**src/rtl/quad_pkg.sv**
```systemverilog
// Shared types and the quadrature step classifier used by every encoder channel.
// The 2-bit quadrature state is always packed as {a, b}.
package quad_pkg;

    typedef enum logic [1:0] {
        Q00 = 2'b00,
        Q01 = 2'b01,
        Q10 = 2'b10,
        Q11 = 2'b11
    } qstate_t;

    typedef enum logic [1:0] {
        STEP_NONE,
        STEP_UP,
        STEP_DN,
        STEP_ERR
    } step_e;

    typedef enum logic {
        PH_WARM,
        PH_RUN
    } phase_t;

    // Clockwise successor: 00 -> 10 -> 11 -> 01 -> 00
    function automatic qstate_t cw_next(qstate_t s);
        case (s)
            Q00:     return Q10;
            Q10:     return Q11;
            Q11:     return Q01;
            default: return Q00;
        endcase
    endfunction

    function automatic step_e quad_step(qstate_t prev, qstate_t cur);
        if (cur == prev) begin
            return STEP_NONE;
        end else if (cur == cw_next(prev)) begin
            return STEP_UP;
        end else if (prev == cw_next(cur)) begin
            return STEP_DN;
        end else begin
            return STEP_ERR;
        end
    endfunction

endpackage

```
**src/rtl/quad_chan.sv**
```systemverilog
// One encoder channel: pin synchroniser, stability filter, x4 decode, position and revolution counters.
// state    | meaning
// PH_WARM  | sync/filter pipeline still filling after reset; prev_state only tracks the filter
// PH_RUN   | primed; every filtered change is decoded into a step or an error
module quad_chan
    import quad_pkg::*;
#(
    parameter int CNT_W       = 32,
    parameter int CPR         = 48960,
    parameter int REV_W       = 16,
    parameter int SYNC_STAGES = 2,
    parameter int FILT_LEN    = 3
) (
    input  logic             clk,
    input  logic             rst,
    input  logic             a,
    input  logic             b,
    input  logic             clear,
    input  logic             load,
    input  logic [CNT_W-1:0] load_val,
    input  logic             err_clr,
    output logic [CNT_W-1:0] count,
    output logic [REV_W-1:0] rev_count,
    output logic             dir,
    output logic             step,
    output logic             wrap,
    output logic             err
);

    localparam int RUN_W  = $clog2(FILT_LEN + 1);
    localparam int WARM   = SYNC_STAGES + FILT_LEN;
    localparam int WARM_W = $clog2(WARM + 1);

    logic [SYNC_STAGES-1:0] sync_a;
    logic [SYNC_STAGES-1:0] sync_b;
    qstate_t                synced;

    qstate_t                filt;
    qstate_t                cand;
    logic [RUN_W-1:0]       run;
    logic [RUN_W-1:0]       run_next;
    logic                   run_stable;

    phase_t                 state;
    phase_t                 state_next;
    logic [WARM_W-1:0]      warm;
    logic                   decode_en;

    qstate_t                prev_state;
    step_e                  kind;
    logic [CNT_W-1:0]       load_sat;
    logic                   at_top;
    logic                   at_zero;

    always_ff @(posedge clk or posedge rst) begin
        if (rst) begin
            sync_a <= '0;
            sync_b <= '0;
        end else begin
            sync_a <= {sync_a[SYNC_STAGES-2:0], a};
            sync_b <= {sync_b[SYNC_STAGES-2:0], b};
        end
    end

    assign synced = qstate_t'({sync_a[SYNC_STAGES-1], sync_b[SYNC_STAGES-1]});

    // A run only continues while the synced value matches the candidate it started with
    always_comb begin
        run_stable = (run == '0) || (synced == cand);
        run_next   = run_stable ? run + RUN_W'(1) : RUN_W'(1);
    end

    always_ff @(posedge clk or posedge rst) begin
        if (rst) begin
            filt <= Q00;
            cand <= Q00;
            run  <= '0;
        end else if (synced == filt) begin
            run <= '0;
        end else if (run_next == RUN_W'(FILT_LEN)) begin
            filt <= synced;
            run  <= '0;
        end else begin
            cand <= synced;
            run  <= run_next;
        end
    end

    always_ff @(posedge clk or posedge rst) begin
        if (rst) begin
            state <= PH_WARM;
            warm  <= WARM_W'(WARM);
        end else begin
            state <= state_next;
            if (state == PH_WARM && warm != '0) begin
                warm <= warm - WARM_W'(1);
            end
        end
    end

    always_comb begin
        state_next = state;
        decode_en  = 1'b0;
        case (state)
            PH_WARM: begin
                if (warm == '0) begin
                    state_next = PH_RUN;
                end
            end
            PH_RUN: begin
                decode_en = 1'b1;
            end
            default: begin
                state_next = PH_WARM;
            end
        endcase
    end

    always_comb begin
        kind     = decode_en ? quad_step(prev_state, filt) : STEP_NONE;
        load_sat = (load_val >= CNT_W'(CPR)) ? CNT_W'(CPR - 1) : load_val;
        at_top   = (count == CNT_W'(CPR - 1));
        at_zero  = (count == '0);
    end

    // prev_state follows the filter every cycle, so clear/load/err never desynchronise the decoder
    always_ff @(posedge clk or posedge rst) begin
        if (rst) begin
            prev_state <= Q00;
            count      <= '0;
            rev_count  <= '0;
            dir        <= 1'b0;
            step       <= 1'b0;
            wrap       <= 1'b0;
        end else begin
            prev_state <= filt;
            step       <= 1'b0;
            wrap       <= 1'b0;
            if (clear) begin
                count     <= '0;
                rev_count <= '0;
            end else if (load) begin
                count <= load_sat;
            end else begin
                case (kind)
                    STEP_UP: begin
                        dir  <= 1'b1;
                        step <= 1'b1;
                        if (at_top) begin
                            count     <= '0;
                            rev_count <= rev_count + REV_W'(1);
                            wrap      <= 1'b1;
                        end else begin
                            count <= count + CNT_W'(1);
                        end
                    end
                    STEP_DN: begin
                        dir  <= 1'b0;
                        step <= 1'b1;
                        if (at_zero) begin
                            count     <= CNT_W'(CPR - 1);
                            rev_count <= rev_count - REV_W'(1);
                            wrap      <= 1'b1;
                        end else begin
                            count <= count - CNT_W'(1);
                        end
                    end
                    default: begin
                    end
                endcase
            end
        end
    end

    always_ff @(posedge clk or posedge rst) begin
        if (rst) begin
            err <= 1'b0;
        end else if (kind == STEP_ERR) begin
            err <= 1'b1;
        end else if (err_clr) begin
            err <= 1'b0;
        end
    end

endmodule

```
**src/rtl/quad_decoder_multi.sv**
```systemverilog
// N-channel quadrature decoder: one independent quad_chan per encoder axis, outputs packed per channel.
module quad_decoder_multi
    import quad_pkg::*;
#(
    parameter int N_CH        = 2,
    parameter int CNT_W       = 32,
    parameter int CPR         = 48960,
    parameter int REV_W       = 16,
    parameter int SYNC_STAGES = 2,
    parameter int FILT_LEN    = 3
) (
    input  logic                  clk,
    input  logic                  rst,
    input  logic [N_CH-1:0]       a,
    input  logic [N_CH-1:0]       b,
    input  logic [N_CH-1:0]       clear,
    input  logic [N_CH-1:0]       load,
    input  logic [N_CH*CNT_W-1:0] load_val,
    input  logic [N_CH-1:0]       err_clr,
    output logic [N_CH*CNT_W-1:0] count,
    output logic [N_CH*REV_W-1:0] rev_count,
    output logic [N_CH-1:0]       dir,
    output logic [N_CH-1:0]       step,
    output logic [N_CH-1:0]       wrap,
    output logic [N_CH-1:0]       err
);

    for (genvar g = 0; g < N_CH; g++) begin : g_ch
        quad_chan #(
            .CNT_W       (CNT_W),
            .CPR         (CPR),
            .REV_W       (REV_W),
            .SYNC_STAGES (SYNC_STAGES),
            .FILT_LEN    (FILT_LEN)
        ) u_chan (
            .clk       (clk),
            .rst       (rst),
            .a         (a[g]),
            .b         (b[g]),
            .clear     (clear[g]),
            .load      (load[g]),
            .load_val  (load_val[g*CNT_W +: CNT_W]),
            .err_clr   (err_clr[g]),
            .count     (count[g*CNT_W +: CNT_W]),
            .rev_count (rev_count[g*REV_W +: REV_W]),
            .dir       (dir[g]),
            .step      (step[g]),
            .wrap      (wrap[g]),
            .err       (err[g])
        );
    end

endmodule

```
**config.mk**
```make
export PLATFORM = sky130hd
export DESIGN_NAME = quad_decoder_multi
export DESIGN_NICKNAME = d
export VERILOG_FILES = /design/src/rtl/quad_pkg.sv /design/src/rtl/quad_chan.sv /design/src/rtl/quad_decoder_multi.sv
export SDC_FILE = /design/constraint.sdc
export NUM_CORES = 1
export LEC_CHECK = 0
export BUFFER_PORTS_ARGS = -buffer_cell sky130_fd_sc_hd__buf_2
export CAP_MARGIN = 5
export CORE_ASPECT_RATIO = 1.5
export CORE_MARGIN = 2
export CORE_UTILIZATION = 50
export CTS_CLUSTER_SIZE = 8
export DETAILED_ROUTE_END_ITERATION = 12
export PLACE_DENSITY = 0.73
export SYNTH_ARGS = -nofsm -noshare
export SYNTH_HDL_FRONTEND = slang
export SYNTH_HIERARCHICAL = 1
export SYNTH_SLANG_ARGS = --single-unit
```
**constraint.sdc**
```tcl
create_clock -name clk -period 4.6 [get_ports clk]
set_clock_uncertainty 0.2 [all_clocks]
set_input_delay 0.69 -clock clk [delete_from_list [all_inputs] [get_ports clk]]
set_output_delay 0.69 -clock clk [all_outputs]
set_load 0.01 [all_outputs]
```
==> metrics.yaml <==
sta:
  fin_crit_ns: 3.638
  setup_repair_after_global_routing_missed_its_margin: "no"
  final_min_period_over_clock_period: 0.7908
  final-hold-violation-count: 0
  maxSlewHeadroom: 0.3191
  tns_ns: 0
  report.final.slew_viol_count: 0
  setup_viols_final: 0
  max_clock_freq_mhz: 274.9
  tightest_slew_ns: 1.011
  post-route-worst-setup-slack_ns: 0.9622
setup_path:
  r2r-start: "g_ch[0].u_chan/filt[1]"
  crit_path_kind: "flip-flop to flip-flop"
  worst_ep_required_time_ns: 4.72
  worstRegToRegCells: 11
  timing.critical_path.fanout_max: 45
  critical_path.endpoint: "g_ch[0].u_chan/rev_count[15]"
  critical_path.max_stage_delay_ns: 0.49
  cp-start-kind: "flip-flop"
  timing.critical_path.arrival_ns: 3.76
  worst_path_max_delay_cell: "sky130_fd_sc_hd__buf_4"
  r2r-end: "g_ch[0].u_chan/rev_count[15]"
  setup.reg_to_reg.worst_slack_ns: 0.96
  cp_cell_instances: "o211ai_1, o211ai_1, inv_1, ha_2, buf_4, ha_1, o21ai_0, nand2_1, a41oi_1, mux2i_1, mux2_2"
  worstSetupStartpoint: "g_ch[0].u_chan/filt[1]"
  worst_path_most_repeated_cell: "sky130_fd_sc_hd__o211ai_1"
  crit_path_end_kind: "flip-flop"
power:
  clock_power_frac: 0.174
  cellLeakagePower_nw: 5.405
  totalPowerFinal_mw: 7.874
  swShare: 0.5028
  combinationalPowerShare: 0.574
  p_sw_mw: 3.959
  max-vdd-ir-drop_mv: 0.3827
  internal-power_mw: 3.915
  share_seq_of_total_power: 0.252
  power.density_cell_area_nw_per_um2: 645.2
clock_network:
  postCtsResizedCells: 0
  worstSkewPairLatency_ns: 0.44
  cts.reportedPaths.clkPinSlew_ns: 0.06
  clkSinkCount: 136
  cts-root-buf: "sky130_fd_sc_hd__clkbuf_16"
  cts_made_buffers: 17
  cts_tree: "yes"
  post_cts_setup_repair_buffer_count: 0
  hold_buffers_post_cts: 0
  clock_tree.htree_level_count: 4
  cts_max_path_buffers: 2
synthesis:
  post_synth_edffs: 0
  synth_most_common_cell: "sky130_fd_sc_hd__nand2_1"
  synth_fp_nets: 1428
  synth_top_cells_by_count: "sky130_fd_sc_hd__nand2_1, sky130_fd_sc_hd__dfrtp_1, sky130_fd_sc_hd__nor2_1, sky130_fd_sc_hd__o21ai_0, sky130_fd_sc_hd__a21oi_1"
  synth_area_um2: 10630
  postSynth.asyncResetShare: 1.000
  yosys-top-cells-area: "sky130_fd_sc_hd__dfrtp_1, sky130_fd_sc_hd__ha_1, sky130_fd_sc_hd__nand2_1, sky130_fd_sc_hd__o21ai_0, sky130_fd_sc_hd__nor2_1"
  ys_seq_elements: 136
  warnings_from_yosys: 6
  post-synth-top-area-cell: "sky130_fd_sc_hd__dfrtp_1"
  synth_ff_type: "sky130_fd_sc_hd__dfrtp_1"
  gate_count_of_the_mapped_netlist: 1304
  postSynthAreaPerCell_um2: 8.152
  number_of_distinct_library_cells_after_synthesis: 64
  synth_sequential_area_ratio: 0.3206
  synth_top_area_share: 0.3107
routing:
  detailedRoute.firstPassIterationCount: 8
  detailroute.via_count: 10840
  detail_route.wirelength_mm: 31.80
  drt-met1-wl_mm: 11.69
  post-route-drc-count: 0
  detail_route.vias_per_cell: 6.312
  routed_wire_length_per_instance_um: 18.51
  highest_layer: "met4"
  ant_nets: 0
  met3RoutedLength_mm: 2.186
  detail_route.iter0.violations: 1012
  routed-wl-met2_mm: 16.48
floorplan:
  rows: 65
  design.die.area_um2: 22470
  pin_count: 180
  die_x_um: 123.1
  design.core.area_um2: 20980
  initial_utilization: 0.5066
  floorplan.die.height_um: 182.6
cells_and_area:
  finish.cell_count_without_fillers: 1718
  syn2layout_area_growth_pct: 14.81
  final_util: 0.5816
  antenna_diode_count: 0
  drive_above_1_share: 0.2041
  layout.nets: 1561
global_routing:
  grt_use_total: 0.2861
  via_count_of_the_first_global_routing_pass: 10280
  grt_antenna_before_repair: 0
  maximum_number_of_pins_on_one_net_before_global_route_repair: 46
  grt_total_ovfl: 0
  grt_pass1_wl_mm: 51.26
place:
  gpl.final_weighted_congestion: 0.9189
  dp_hpwl_mm: 23.12
  placement.setup.worst_slack_ns: 0.9567
  port-buffer-count: 179
  dp_cells: 1686
min_path:
  hp-class: "flip-flop to flip-flop"
run:
  timing.max_cap.violations: 0
outcome:
  status: "complete, no violations"
==> layout by cell type (no fill, tap or decap), drive strengths merged, types with 8 or more instances in the layout <==
master / instances
buf: 198
nand2: 146
dfrtp: 132
nor2: 118
o21ai: 94
a21oi: 88
nand3: 50
nor3: 48
inv: 48
a31oi: 46
ha: 46
xnor2: 38
xor2: 36
nor4: 34
or4: 24
and3: 20
o211ai: 20
nand4: 18
clkbuf: 18
o21a: 14
mux2: 14
nand3b: 14
a21o: 14
or3: 12
nor2b: 12
mux2i: 12
o31ai: 12
nor4b: 10
or2: 8
a211oi: 8
nand4b: 8
and4: 8
==> power by group through the flow <==
| stage | combinational, mW | sequential [mW] | clock [mW] |
|---|---|---|---|
| 2_1_floorplan | 3.39 | 1.80 | 0 |
| 3_3_place_gp | 4.36 | 1.98 | 0 |
| 3_5_place_dp | 4.43 | 1.99 | 0 |
| 4_1_cts | 4.46 | 1.97 | 1.40 |
| 5_1_grt | 4.96 | 2.04 | 1.45 |
| 6_report | 4.52 | 1.99 | 1.37 |
==> final cells by class <==
type	count	area, um2
repair buffers	198	1039
fillers	1933	8778
well taps	268	335.3
clock inverters	14	138.9
clock buffers	18	439.2
inverters	44	165.2
multi-input cells	1040	6679
flip-flops and latches	136	3408
==> critical path, delay by kind of cell, from the launching register on <==
kind	cells	cell delay, ns
adder cells (fa/ha/maj)	2	0.73
multiplexers	2	0.57
AO/OA/AOI/OAI	4	0.87
buffers and inverters	2	0.59
AND/OR/NAND/NOR	1	0.08
flip-flops	1	0.48
==> routing by layer <==
layer,track usage,vias up
met5,0,-
met4,0.1582,0
met3,0.06031,124
met2,0.5041,507
met1,0.3139,5153
li1,-,5060
==> metrics by stage <==
stage	cell area [um2]	hold WS, ns
after floorplan	10630	0.1312
after global placement	11630	0.1335
after detailed placement	11630	0.1347
after CTS	12200	0.1347
after global routing	12200	0.1373
final	12200	0.1435
==> state kept, by name, summed over array words and instances (netlist names), 4 cells and up <==
| name | flops |
|---|---|
| g_ch.u_chan/cand | 4 |
| g_ch.u_chan/count | 64 |
| g_ch.u_chan/filt | 4 |
| g_ch.u_chan/prev_state | 4 |
| g_ch.u_chan/rev_count | 32 |
| g_ch.u_chan/run | 4 |
| g_ch.u_chan/sync_a | 4 |
| g_ch.u_chan/sync_b | 4 |
| g_ch.u_chan/warm | 6 |
==> worst min path at each step <==
stage	from	to	slack [ns]	depth (start not counted)
after floorplan	g_ch[0].u_chan/sync_a[0]	g_ch[0].u_chan/sync_a[1]	0.13	0
after global placement	g_ch[0].u_chan/sync_a[0]	g_ch[0].u_chan/sync_a[1]	0.13	0
after detailed placement	g_ch[0].u_chan/sync_b[0]	g_ch[0].u_chan/sync_b[1]	0.13	0
after CTS	a[1]	g_ch[1].u_chan/sync_a[0]	0.13	1
after global routing	a[1]	g_ch[1].u_chan/sync_a[0]	0.14	1
final	g_ch[0].u_chan/sync_b[0]	g_ch[0].u_chan/sync_b[1]	0.14	0
==> cell families after synthesis <==
| logic type | Yosys count | synth area share |
|---|---|---|
| AOI/OAI and AO/OA | 350 | 0.2057 |
| xor gates and xnor gates | 74 | 0.06097 |
| adders and majority gates | 48 | 0.05791 |
| buffers and inverters | 128 | 0.05155 |
| DFF | 136 | 0.3206 |
| muxes | 26 | 0.02613 |
| and+or+nand+nor | 542 | 0.2771 |
(Power assumes the default switching activity.)
